===== src/rtl/bcd7seg_scan.sv =====
// bcd7seg_scan: multiplexed 4-digit common-anode 7-segment driver.
// Digits are double-buffered: cargar writes a pending register, and the
// display register only picks it up at a frame boundary, so a frame is never
// torn between two values.
// Optional feature macro: LEADING_ZERO_BLANK_EN (blank leading zeros).
module bcd7seg_scan #(
  parameter int DIV_CNT = 50000,
  parameter int GUARD   = 500,
  parameter int CNT_W   = 16
) (
  input  logic       clk,
  input  logic       reset,
  input  logic [3:0] miles,
  input  logic [3:0] centenas,
  input  logic [3:0] decenas,
  input  logic [3:0] unidades,
  input  logic       cargar,
  input  logic [3:0] punto,
  output logic [3:0] an,
  output logic [6:0] seg,
  output logic       dp,
  output logic       listo
);

  localparam logic [CNT_W-1:0] CNT_LAST  = CNT_W'(DIV_CNT - 1);
  localparam logic [CNT_W-1:0] GUARD_CNT = CNT_W'(GUARD);

  // Digit word layout: {miles, centenas, decenas, unidades, punto}
  logic [CNT_W-1:0] cnt_q, cnt_d;
  logic [1:0]       idx_q, idx_d;
  logic [19:0]      pend_val_q, pend_val_d;
  logic             pend_q, pend_d;
  logic [19:0]      disp_q, disp_d;
  logic [3:0]       an_q, an_d;
  logic [6:0]       seg_q, seg_d;
  logic             dp_q, dp_d;
  logic             listo_q, listo_d;

  logic             slot_end;
  logic             frame_end;
  logic [19:0]      in_word;
  logic [3:0]       digit;
  logic             blank;
  logic             in_guard;

  function automatic logic [6:0] decode(input logic [3:0] v);
    logic [6:0] s;
    case (v)
      4'd0:    s = 7'b0000001;
      4'd1:    s = 7'b1001111;
      4'd2:    s = 7'b0010010;
      4'd3:    s = 7'b0000110;
      4'd4:    s = 7'b1001100;
      4'd5:    s = 7'b0100100;
      4'd6:    s = 7'b0100000;
      4'd7:    s = 7'b0001111;
      4'd8:    s = 7'b0000000;
      4'd9:    s = 7'b0000100;
      default: s = 7'b1111110;  // dash flags a non-BCD digit
    endcase
    return s;
  endfunction

  // Slot counter and scan index; idx wraps 0 -> 3 naturally on decrement
  always_comb begin
    slot_end  = (cnt_q == CNT_LAST);
    frame_end = slot_end && (idx_q == 2'd0);
    cnt_d     = slot_end ? '0 : cnt_q + CNT_W'(1);
    idx_d     = slot_end ? idx_q - 2'd1 : idx_q;
    listo_d   = frame_end;
  end

  // Pending/display double buffer; a load on the boundary edge bypasses pending
  always_comb begin
    in_word    = {miles, centenas, decenas, unidades, punto};
    pend_val_d = pend_val_q;
    pend_d     = pend_q;
    disp_d     = disp_q;
    if (cargar) pend_val_d = in_word;
    if (frame_end) begin
      if (cargar)      disp_d = in_word;
      else if (pend_q) disp_d = pend_val_q;
      pend_d = 1'b0;
    end else if (cargar) begin
      pend_d = 1'b1;
    end
  end

  // Digit selection and optional leading-zero blanking from the display register
  always_comb begin
    case (idx_q)
      2'd3:    digit = disp_q[19:16];
      2'd2:    digit = disp_q[15:12];
      2'd1:    digit = disp_q[11:8];
      default: digit = disp_q[7:4];
    endcase
`ifdef LEADING_ZERO_BLANK_EN
    case (idx_q)
      2'd3:    blank = (disp_q[19:16] == 4'd0);
      2'd2:    blank = (disp_q[19:12] == 8'd0);
      2'd1:    blank = (disp_q[19:8] == 12'd0);
      default: blank = 1'b0;
    endcase
`else
    blank = 1'b0;
`endif
  end

  // Next registered display outputs: all dark during guard, one anode otherwise
  always_comb begin
    in_guard = (cnt_q < GUARD_CNT);
    an_d     = 4'b1111;
    seg_d    = 7'h7F;
    dp_d     = 1'b1;
    if (!in_guard) begin
      an_d  = ~(4'b0001 << idx_q);
      seg_d = blank ? 7'h7F : decode(digit);
      dp_d  = ~disp_q[idx_q];
    end
  end

  // State and output registers
  always_ff @(posedge clk or posedge reset) begin
    if (reset) begin
      cnt_q      <= '0;
      idx_q      <= 2'd3;
      pend_val_q <= '0;
      pend_q     <= 1'b0;
      disp_q     <= '0;
      an_q       <= 4'b1111;
      seg_q      <= 7'h7F;
      dp_q       <= 1'b1;
      listo_q    <= 1'b0;
    end else begin
      cnt_q      <= cnt_d;
      idx_q      <= idx_d;
      pend_val_q <= pend_val_d;
      pend_q     <= pend_d;
      disp_q     <= disp_d;
      an_q       <= an_d;
      seg_q      <= seg_d;
      dp_q       <= dp_d;
      listo_q    <= listo_d;
    end
  end

  assign an    = an_q;
  assign seg   = seg_q;
  assign dp    = dp_q;
  assign listo = listo_q;

endmodule

===== config.mk =====
export PLATFORM = sky130hd
export DESIGN_NAME = bcd7seg_scan
export DESIGN_NICKNAME = d
export VERILOG_FILES = /design/src/rtl/bcd7seg_scan.sv
export SDC_FILE = /design/constraint.sdc
export NUM_CORES = 1
export LEC_CHECK = 0
export ABC_CLOCK_PERIOD_IN_PS = 2780
export BUFFER_PORTS_ARGS = -buffer_cell sky130_fd_sc_hd__buf_2
export CORE_MARGIN = 8
export CORE_UTILIZATION = 52
export CTS_CLUSTER_DIAMETER = 100
export CTS_CLUSTER_SIZE = 12
export DETAILED_ROUTE_END_ITERATION = 8
export GPL_ROUTABILITY_DRIVEN = 1
export HOLD_SLACK_MARGIN = 0.05
export PLACE_DENSITY_LB_ADDON = 0.3
export SLEW_MARGIN = 20
export SYNTH_ARGS = -nofsm -noshare
export SYNTH_HDL_FRONTEND = slang
export SYNTH_SLANG_ARGS = --single-unit

===== constraint.sdc =====
create_clock -name clk -period 2.78 [get_ports clk]
set_clock_uncertainty 0.05 [all_clocks]
set_input_delay 0.834 -clock clk [delete_from_list [all_inputs] [get_ports clk]]
set_output_delay 0.834 -clock clk [all_outputs]
set_load 0.02 [all_outputs]

==> metrics.md, run 1 <==
| Metric | Value |
|---|---|
| GRT overflow | 0 |
| HPWL after DPL | 4073 um |
| # nets final | 319 |
| Met1 Use GR | 0.1931 |
| Crit path time final | 2.490 ns |
| Endpoints failing setup | 0 |
| Number of routed nets with antenna violations | 0 |
| Die Wd | 95.32 um |
| Placer congestion estimate | 0.7975 |
| # IOs | 36 |
| Largest area contributor in the netlist | dfrtp_1 |
| Row cnt | 29 |
| Unrepaired setup endpoints after global routing | no |
| Slew Limit Fails | 0 |
| Clock-pin slew on the worst setup and hold paths | 0.07 ns |
| Count of hold-fix buffers inserted at cts | 0 |
| Yosys reg bits | 72 |
| Clock buffer depth | 2 |
| Setup TNS Final | 0 ns |
| H-tree levels | 3 |
| Ys Warns | 0 |
| Syn Area/Cell | 13.46 um2 |
| Leak | 1.796 nW |
| Met3 Usage GRT | 0.03622 |
| Via density | 5.368 |
| Clk root buf | clkbuf_8 |
| Initial antenna violation count | 0 |
| Post-synth EDFFs | 0 |
| Yosys top cell area share | 0.4436 |
| Routed Wire Length | 5744 um |
| # Max-Cap Violations | 0 |
| Worst Path Required | 2.97 ns |
| CP max stage cell | dfstp_2 |
| Top FF cell, synth | dfrtp_1 |
| Hold WS | 0.4405 ns |
| Slowest cell delay on critical path | 0.57 ns |
| TritonRoute pass-1 iters | 4 |
| Pwr/cell area | 543.9 nW/um2 |
| Maximum vdd ir drop | 0.3074 mV |
| Status | complete, no violations |
| Most used routing layer | met2 |
| Crit path max fanout | 7 |
| Worst hold path class | reg2reg |
| Worst Path Arrival | 2.68 ns |
| TritonCTS buffer count | 9 |
| Yosys cell types | 40 |
| CTS resizes | 0 |
| Critical path class | reg2reg |
| Synth Net Count | 277 |
| Gate Count Post-Synth | 243 |
| # port buffers | 35 |
| Chip height | 95.32 um |
| Wirelength per Cell | 15.65 um |
| GRT Total Usage | 0.1416 |
| Period utilisation layout | 0.8956 |
| Synth Cell Area | 3272 um2 |
| Postcts setup bufs | 0 |
| Ys async rst share | 1.000 |
| Die ar. | 9086 um2 |
| Vias in the first global route | 2,063 |
| Fmax | 401.7 MHz |
| DRT iter0 DRCs | 136 |
| Worst Max-Slew Pin Slew | 0.6292 ns |
| Sequential cell area fraction in the yosys report | 0.5560 |
| Initial Utilization | 0.5273 |
| Worst-path cell chain | inv_1 > ha_1 > a222oi_1 > mux2i_1 > nor4b_1 > a21oi_1 |
| Hold Fails Final Rpt | 0 |
| P&R area growth vs syn | 13.77% |
| Met2 usage | 0.2014 |
| First-pass GRT wire length | 9922 um |
| Largest net degree at the start of global routing | 73 |
| Share of cells above drive strength 1 | 0.3862 |
| DR DRC count | 0 |
| Core area | 6205 um2 |
| Via count | 1,970 |
| Sink Count | 72 |
| Critical path capture point type | flip-flop |
| Worst skew pair latency | 0.35 ns |
| CTS tree | done |
| Ant. Diodes | 0 |
| Slew HR | 0.5787 |
| Startpoint Class | flip-flop |
| Ranking of synthesized cells by area | dfrtp_1, dfstp_2, mux2_4 |
worst max-delay path: cells and delay by family, from the launching register on:
kind / cells / cell delay (ns)
AOI/OAI and AO/OA: 2 / 0.60
DFF: 1 / 0.57
and+or+nand+nor: 1 / 0.53
muxes: 1 / 0.32
adders and majority gates: 1 / 0.24
buffers and inverters: 1 / 0.08
per-stage QoR:
step,setup WS [ns],std cells,area [um2],total power [mW],util
2_1_floorplan,0.09425,243,3272,1.205,-
3_3_place_gp,0.4800,351,3533,1.244,0.5695
3_5_place_dp,0.3546,351,3533,1.249,0.5695
4_1_cts,0.3395,367,3722,2.049,0.5999
5_1_grt,0.03194,367,3722,2.113,0.5999
6_report,0.2903,367,3722,2.025,0.5999
area by class of cell:
class | count | area (um2)
Clock buffer | 11 | 131.4
Clock inverter | 5 | 57.56
Fill cell | 498 | 2482
Inverter | 14 | 52.55
Multi-Input combinational cell | 151 | 1363
Sequential cell | 72 | 1819
Tap cell | 77 | 96.34
Timing Repair Buffer | 37 | 202.7
synthesized netlist by cell type, types with 2 or more instances:
library cell and count:
mux2_4 20, a21oi_1 6, nor2_1 14, xor2_1 4
nand3_1 5, dfrtp_1 58, mux2_2 21, ha_1 11
a222oi_1 4, and4b_1 2, nor3_1 2, a31oi_1 2
inv_1 14, nand4_1 3, mux2i_1 7, buf_6 2
o21ai_0 7, and3_1 5, nand2_1 10, dfstp_2 14
o311ai_0 2, a21o_1 2, clkbuf_1 4, xnor2_1 8
layout by cell type (no fill, tap or decap), types with 2 or more instances in the layout:
| cell | synthesis | final |
|---|---|---|
| inv_1 | 14 | 13 |
| nand2_1 | 10 | 10 |
| ha_1 | 11 | 11 |
| nand4_1 | 3 | 3 |
| and3_1 | 5 | 5 |
| o21ai_0 | 7 | 7 |
| a21oi_1 | 6 | 6 |
| a21o_1 | 2 | 2 |
| mux2_2 | 21 | 21 |
| nand3_1 | 5 | 5 |
| buf_2 | 0 | 35 |
| dfstp_2 | 14 | 14 |
| clkinv_4 | 0 | 2 |
| xnor2_1 | 8 | 8 |
| clkinv_2 | 0 | 2 |
| nor2_1 | 14 | 14 |
| xor2_1 | 4 | 4 |
| dfrtp_1 | 58 | 58 |
| mux2i_1 | 7 | 7 |
| and4b_1 | 2 | 2 |
| clkbuf_8 | 0 | 9 |
| nor3_1 | 2 | 2 |
| a31oi_1 | 2 | 2 |
| clkbuf_1 | 4 | 2 |
| o311ai_0 | 2 | 2 |
| a222oi_1 | 4 | 4 |
| mux2_4 | 20 | 20 |
routing by layer:
metal / wire length (um) / vias up
li1: - / 947
met1: 2754 / 972
met2: 2553 / 42
met3: 323 / 9
met4: 113 / 0
met5: 0 / -
state kept, by name (all words and copies together), names as in the netlist:
| name | cells |
|---|---|
| an | 4 |
| cnt_q | 16 |
| disp_q | 20 |
| dp | 1 |
| idx_q | 2 |
| listo | 1 |
| pend_q | 1 |
| pend_val_q | 20 |
| seg | 7 |
worst paths after layout:
check                          from         to  slack [ns]  cells after the start
setup / recovery           idx_q[1]     seg[1]        0.29                      6
hold / removal             cnt_q[0]   cnt_q[0]        0.44                      1
setup reg to reg           idx_q[1]     seg[1]        0.29                      6
hold reg to reg            cnt_q[0]   cnt_q[0]        0.44                      1
max in group asynchronous     reset     seg[5]        1.83                      3
min in group asynchronous     reset  cnt_q[12]        0.50                      3
cell families after synthesis:
group	count (synthesis)	synth area share
compound gates	27	0.05660
xor+xnor	12	0.03212
fa+ha+maj	11	0.04206
buf+inv	20	0.02753
flops	72	0.5560
mux	49	0.1924
simple gates	52	0.09331
where the power goes:
part | switching, mW | internal (mW)
combinational | 0.0590 | 0.0645
sequential | 0.0148 | 1.09
clock | 0.384 | 0.415
Power figures use the tool's default switching activity.
==> run 2: changes to the inputs <==
--- a/config.mk
+++ b/config.mk
@@ -15,6 +15,7 @@
 export GPL_ROUTABILITY_DRIVEN = 1
 export HOLD_SLACK_MARGIN = 0.05
 export PLACE_DENSITY_LB_ADDON = 0.3
+export SETUP_SLACK_MARGIN = 0.5
 export SLEW_MARGIN = 20
 export SYNTH_ARGS = -nofsm -noshare
 export SYNTH_HDL_FRONTEND = slang
==> run 2 against run 1 <==
Effect of this change:
- register-to-register slack improved by 0.29 ns
- clock power rose by 16%
- setup slack improved by 0.29 ns
- die area did not move
- sequential power barely moved
- via count rose by 2.3%
- critical endpoint is now disp_q[4]
- highest routed layer unchanged
==> metrics.md, run 2 (same netlist as run 1, synthesis figures left out) <==
| Metric | Value |
|---|---|
| Status | complete, no violations |
| Crit path time final | 2.198 ns (-0.2918 ns) |
| Switch Pwr | 0.4887 mW (+6.9%) |
| Clock-pin slew on the worst setup and hold paths | 0.08 ns (about the same) |
| Core area | 6205 um2 (unchanged) |
| TritonCTS buffer count | 9 (unchanged) |
| Critical path class | reg2reg |
| P_int | 1.671 mW (+6.6%) |
| Pwr/cell area | 559.0 nW/um2 (+2.8%) |
| Slew Limit Fails | 0 (unchanged) |
| Placer congestion estimate | 0.7728 (-3.1%) |
| DR DRC count | 0 (unchanged) |
| Clock buffer depth | 2 (unchanged) |
| Sw frac | 0.2263 (+0.0003866) |
| H-tree levels | 3 (unchanged) |
| Largest net degree at the start of global routing | 73 (unchanged) |
| # nets final | 327 (+2.5%) |
| HPWL after DPL | 4150 um (+1.9%) |
| Crit path max fanout | 20 (+13) |
| CP max stage cell | or3_4 |
| Worst path bufs/invs | 0 (-1) |
| Worst Path Arrival | 2.38 ns (-0.30 ns) |
| Die Wd | 95.32 um (unchanged) |
| Reg power frac | 0.511 (-0.034) |
| Worst Path Required | 2.96 ns (about the same) |
| CP delay by family, top | simple AND/OR/NAND/NOR gates |
| Leak | 1.835 nW (+2.2%) |
| Final Non-Filler Cells | 375 (+2.2%) |
| Worst-path cell chain | nor4_4 > nand4_2 > or3_4 > mux2_4 |
| Critical path capture point type | flip-flop |
| Startpoint Class | flip-flop |
| Hold Fails Final Rpt | 0 (unchanged) |
| Largest regs | disp_q (20), pend_val_q (20), cnt_q (16) |
| Maximum vdd ir drop | 0.4137 mV (+35%) |
| Die ar. | 9086 um2 (unchanged) |
| DP Cell Count | 351 (unchanged) |
| Worst hold path class | reg2reg |
| Hold WS | 0.4415 ns (+0.0009830 ns) |
| Overall Power | 2.160 mW (+6.7%) |
| CTS tree | done |
| Most common cell after layout, fill and taps aside | dfrtp_1 |
| Final worst slack | 0.5821 ns (+0.2918 ns) |
| Fillers | 491 (-1.4%) |
| Ant. Diodes | 0 (unchanged) |
| Setup TNS Final | 0 ns (unchanged) |
| Comb pwr share | 0.061 (about the same) |
| Fmax | 455.0 MHz (+13%) |
| Period utilisation layout | 0.7906 (-0.1050) |
| Wirelength per Cell | 16.24 um (+3.8%) |
| Clk root buf | clkbuf_8 |
| Chip height | 95.32 um (unchanged) |
| Number of routed nets with antenna violations | 0 (unchanged) |
| Initial antenna violation count | 0 (unchanged) |
| First-pass GRT wire length | 10,230 um (+3.1%) |
| Row cnt | 29 (unchanged) |
| Via density | 5.376 (+0.15%) |
| GRT overflow | 0 (unchanged) |
| Clock power share | 0.429 (+0.034) |
| Initial Utilization | 0.5273 (unchanged) |
| Worst skew pair latency | 0.35 ns (about the same) |
| Routed Wire Length | 6091 um (+6.0%) |
| Endpoints failing setup | 0 (unchanged) |
| P&R area growth vs syn | 18.09% |
| Slowest cell delay on critical path | 0.56 ns (about the same) |
| Slew HR | 0.5782 (about the same) |
| Sink Count | 72 (unchanged) |
| # port buffers | 35 (unchanged) |
| TritonRoute pass-1 iters | 6 (+2) |
| Via count | 2,016 (+2.3%) |
| GRT Total Usage | 0.1460 (+0.004440) |
| Worst Max-Slew Pin Slew | 0.6300 ns (+0.0008301 ns) |
| Commonest non-fill, non-tap cells in the layout | dfrtp_1, buf_2, mux2_2 |
| # Max-Cap Violations | 0 (unchanged) |
| # IOs | 36 (unchanged) |
| DRT iter0 DRCs | 91 (-33%) |
| Share of cells above drive strength 1 | 0.4329 (+0.04668) |
| Unrepaired setup endpoints after global routing | yes |
| Vias in the first global route | 2,051 (-0.58%) |
| Count of hold-fix buffers inserted at cts | 0 (unchanged) |
| Pre-CTS setup slack | 0.3302 ns (-0.02436 ns) |
[run 2: metrics by stage]
stage,cell area (um2),utilization
after CTS,3819,0.6154
final,3864,0.6227
after detailed placement,3537,0.5701
after global placement,3537,0.5701
after global routing,3864,0.6227
after floorplan,3276,-
[run 2: timing repair]
action,CTS,global route
gates resized for setup,4,7
buffers inserted,5,3
setup endpoints to repair,6,14
pin swaps,1,3
[run 2: layout make-up]
class / count / area, um2 / share of cell area
repair buffers: 45 / 262.8 / 0.06801
clock inverters: 7 / 103.9 / 0.02688
multi-input cells: 151 / 1401 / 0.3627
well taps: 77 / 96.34 / 0.02494
inverters: 14 / 56.30 / 0.01457
clock buffers: 9 / 123.9 / 0.03206
flip-flops and latches: 72 / 1819 / 0.4709
[run 2: metal layers]
| layer | vias up | global-route usage | routed length, um |
|---|---|---|---|
| li1 | 975 | - | - |
| met1 | 987 | 0.1963 | 2913 |
| met2 | 45 | 0.2135 | 2737 |
| met3 | 9 | 0.04488 | 359 |
| met4 | 0 | 0.06242 | 81 |
| met5 | - | 0 | 0 |
[run 2: worst paths after layout]
| check | start | end | slack [ns] | depth (start not counted) |
|---|---|---|---|---|
| min | cnt_q[0] | cnt_q[0] | 0.44 | 1 |
| max in group asynchronous | reset | an[2] | 1.81 | 3 |
| max | cnt_q[12] | disp_q[4] | 0.58 | 4 |
| min reg2reg | cnt_q[0] | cnt_q[0] | 0.44 | 1 |
| max reg2reg | cnt_q[12] | disp_q[4] | 0.58 | 4 |
| min in group asynchronous | reset | pend_val_q[1] | 0.51 | 3 |
[run 2: worst register-to-register path: stages (launching register included)]
cell     delay (ns)
dfrtp_1        0.46
nor4_4         0.44
nand4_2        0.22
or3_4          0.56
mux2_4         0.37
[run 2: power groups by stage]
stage	Combinational [mW]	Clock, mW	Sequential, mW
2_1_floorplan	0.0892	0	1.12
3_3_place_gp	0.124	0	1.12
3_5_place_dp	0.128	0	1.12
4_1_cts	0.133	0.946	1.10
5_1_grt	0.147	0.985	1.11
6_report	0.131	0.926	1.10
==> run 3: changes to the inputs <==
--- a/config.mk
+++ b/config.mk
@@ -5,10 +5,10 @@
 export SDC_FILE = /design/constraint.sdc
 export NUM_CORES = 1
 export LEC_CHECK = 0
-export ABC_CLOCK_PERIOD_IN_PS = 2780
+export ABC_CLOCK_PERIOD_IN_PS = 2250
 export BUFFER_PORTS_ARGS = -buffer_cell sky130_fd_sc_hd__buf_2
 export CORE_MARGIN = 8
-export CORE_UTILIZATION = 52
+export CORE_UTILIZATION = 58
 export CTS_CLUSTER_DIAMETER = 100
 export CTS_CLUSTER_SIZE = 12
 export DETAILED_ROUTE_END_ITERATION = 8
==> constraint.sdc (replaced) <==
create_clock -name clk -period 2.25 [get_ports clk]
set_clock_uncertainty 0.05 [all_clocks]
set_input_delay 0.675 -clock clk [delete_from_list [all_inputs] [get_ports clk]]
set_output_delay 0.675 -clock clk [all_outputs]
set_load 0.02 [all_outputs]
==> run 3 against run 2 <==
Effect of this change:
- final cell count is 5.1% higher
- worst hold slack worse by 0.16 ns
- clock power grew 9%
- first-iteration DRC count up 110%
- critical path depth increased by 3
- via count is 13% higher
- critical path type unchanged
- global-route usage up 2.0 points
- maximum frequency shrank 1.7%
- combinational power up 37%
- register-to-register slack lost 0.57 ns
- total power is 18% higher
- utilization increased by 15 points
==> metrics.md, run 3 (same netlist as run 1, synthesis figures left out) <==
| Metric | Value |
|---|---|
| Crit path max fanout | 8 (-60%) |
| CP Launch Point | idx_q[1] |
| Unrepaired setup endpoints after global routing | yes |
| Share of cells above drive strength 1 | 0.5528 (+0.1199) |
| Vias in the first global route | 2,160 (+5.3%) |
| CTS tree | done |
| Leak | 1.934 nW (+5.3%) |
| R2R depth | 7 (+3) |
| Setup crit end | seg[2] |
| Worst Path Arrival | 2.44 ns (+0.06 ns) |
| Chip height | 91.11 um (-4.4%) |
| Startpoint Class | flip-flop |
| Placer congestion estimate | 0.8160 (+5.6%) |
| Worst Max-Slew Pin Slew | 0.5151 ns (-0.1149 ns) |
| # port buffers | 35 (unchanged) |
| GRT Total Usage | 0.1657 (+0.01967) |
| Via density | 5.774 (+7.4%) |
| Commonest non-fill, non-tap cells in the layout | dfrtp_1, buf_4, buf_2 |
| Routed Wire Length | 7499 um (+23%) |
| Hold Fails Final Rpt | 0 (unchanged) |
| Die Wd | 91.11 um (-4.4%) |
| Ant. Diodes | 0 (unchanged) |
| Reg-to-reg slack, setup | 0.02 ns (-0.57 ns) |
| First-pass GRT wire length | 10,900 um (+6.5%) |
| # Max-Cap Violations | 0 (unchanged) |
| Most common cell after layout, fill and taps aside | dfrtp_1 |
| Largest net degree at the start of global routing | 30 (-59%) |
| Fmax | 447.5 MHz (-1.7%) |
| Critical R2R Capture | seg[2] |
| Worst hold path class | in2async |
| Initial antenna violation count | 0 (unchanged) |
| P&R area growth vs syn | 29.22% |
| Worst-path cell chain | inv_2 > ha_4 > buf_4 > a222oi_1 > mux2i_2 > a221oi_1 > o21ai_1 |
| TritonCTS buffer count | 9 (unchanged) |
| Clk root buf | clkbuf_8 |
| RR Startpoint | idx_q[1] |
| Count of hold-fix buffers inserted at cts | 0 (unchanged) |
| Overall Power | 2.556 mW (+18%) |
| DRT iter0 DRCs | 191 (+110%) |
| Worst skew pair latency | 0.35 ns (about the same) |
| H-tree levels | 3 (unchanged) |
| Wirelength per Cell | 19.03 um (+17%) |
| Fillers | 317 (-35%) |
| Via count | 2,275 (+13%) |
| Core area | 5473 um2 (-12%) |
| # nets final | 351 (+7.3%) |
| Slew HR | 0.6566 (+0.07845) |
| HPWL after DPL | 4158 um (+0.19%) |
| Slowest cell delay on critical path | 0.55 ns (about the same) |
| # IOs | 36 (unchanged) |
| Sink Count | 72 (unchanged) |
| DR DRC count | 0 (unchanged) |
| Crit path time final | 2.235 ns (+0.03690 ns) |
| Die ar. | 8300 um2 (-8.6%) |
| Number of routed nets with antenna violations | 0 (unchanged) |
| Clock buffer depth | 2 (unchanged) |
| Final Util | 0.7725 (+0.1498) |
| Post-route cell area | 4228 um2 (+9.4%) |
| Period utilisation layout | 0.9932 (+0.2026) |
| Slew Limit Fails | 0 (unchanged) |
| GRT overflow | 0 (unchanged) |
| Maximum vdd ir drop | 0.4555 mV (+10%) |
| Placed instance area | 3612 um2 (+2.1%) |
| Initial Utilization | 0.5979 (+0.07053) |
| Worst Path Required | 2.45 ns (-0.51 ns) |
| Critical path class | reg2reg |
| Status | complete, no violations |
| Endpoints failing setup | 0 (unchanged) |
| Largest regs | disp_q (20), pend_val_q (20), cnt_q (16) |
| Pwr/cell area | 604.6 nW/um2 (+8.2%) |
| Critical path capture point type | flip-flop |
| Row cnt | 27 (-6.9%) |
| TritonRoute pass-1 iters | 5 (-1) |
| CP max stage cell | dfstp_2 |
| Clock-pin slew on the worst setup and hold paths | 0.08 ns (about the same) |
## run 3: cell count changes in the layout (fill, tap and decap cells not counted), moves of 3 or more
cell | previous run | this run
buf_4 | 9 | 29
ha_1 | 9 | 1
buf_2 | 35 | 28
buf_6 | 0 | 7
inv_1 | 11 | 6
ha_2 | 0 | 4
ha_4 | 2 | 6
inv_2 | 2 | 6
or3_4 | 1 | 4
## run 3: what timing repair did
| item | 4_1_cts | 5_1_grt |
|---|---|---|
| pin swaps | 9 | 7 |
| setup endpoints to repair | 30 | 41 |
| buffers inserted | 14 | 10 |
| cloned | 3 | 0 |
| gates resized for setup | 24 | 30 |
## run 3: power breakdown
group,leakage (nW),internal [mW],switching [mW]
clock network,0.100,0.521,0.492
logic,0.955,0.0942,0.0846
registers,0.878,1.34,0.0208
total,1.93,1.96,0.598
## run 3: worst min path at each step
| stage | from | endpoint | slack [ns] | cells past startpoint |
|---|---|---|---|---|
| global placement | cnt_q[0] | cnt_q[0] | 0.42 | 1 |
| detailed placement | cnt_q[0] | cnt_q[0] | 0.43 | 1 |
| floorplan | cnt_q[0] | cnt_q[0] | 0.40 | 1 |
| CTS | reset | pend_val_q[2] | 0.28 | 2 |
| finish | reset | pend_val_q[2] | 0.28 | 2 |
| global route | reset | pend_val_q[1] | 0.31 | 2 |
## run 3: metrics by stage
step | setup slack [ns] | instances | setup TNS (ns) | hold WS (ns)
after global placement | 0.07596 | 351 | 0 | 0.4250
after floorplan | 0.1686 | 243 | 0 | 0.4049
final | 0.01520 | 394 | 0 | 0.2810
after CTS | 0.1413 | 384 | 0 | 0.2829
after global routing | -0.07528 | 394 | -0.1685 | 0.3069
after detailed placement | 0.02435 | 351 | 0 | 0.4251
## run 3: area by class of cell
class / count / area (um2) / area share
sequential: 72 / 1822 / 0.4309
multi-input combinational: 154 / 1579 / 0.3735
timing repair buffer: 66 / 476.7 / 0.1128
clock buffer: 9 / 123.9 / 0.02930
tap: 72 / 90.09 / 0.02131
clock inverter: 7 / 77.57 / 0.01835
inverter: 14 / 58.81 / 0.01391
## run 3: critical path, delay by kind of cell, from the launching register on
family / cells / cell delay [ns]
mux: 1 / 0.27
fa+ha+maj: 1 / 0.17
flops: 1 / 0.55
buf+inv: 2 / 0.20
compound gates: 3 / 0.91
## run 3: routing by layer
metal | vias to the layer above | global-route usage | routed length, um
met3 | 22 | 0.04856 | 411
met2 | 90 | 0.2430 | 3612
met4 | 0 | 0.1037 | 266
met5 | - | 0 | 0
met1 | 1140 | 0.2109 | 3208
li1 | 1023 | - | -
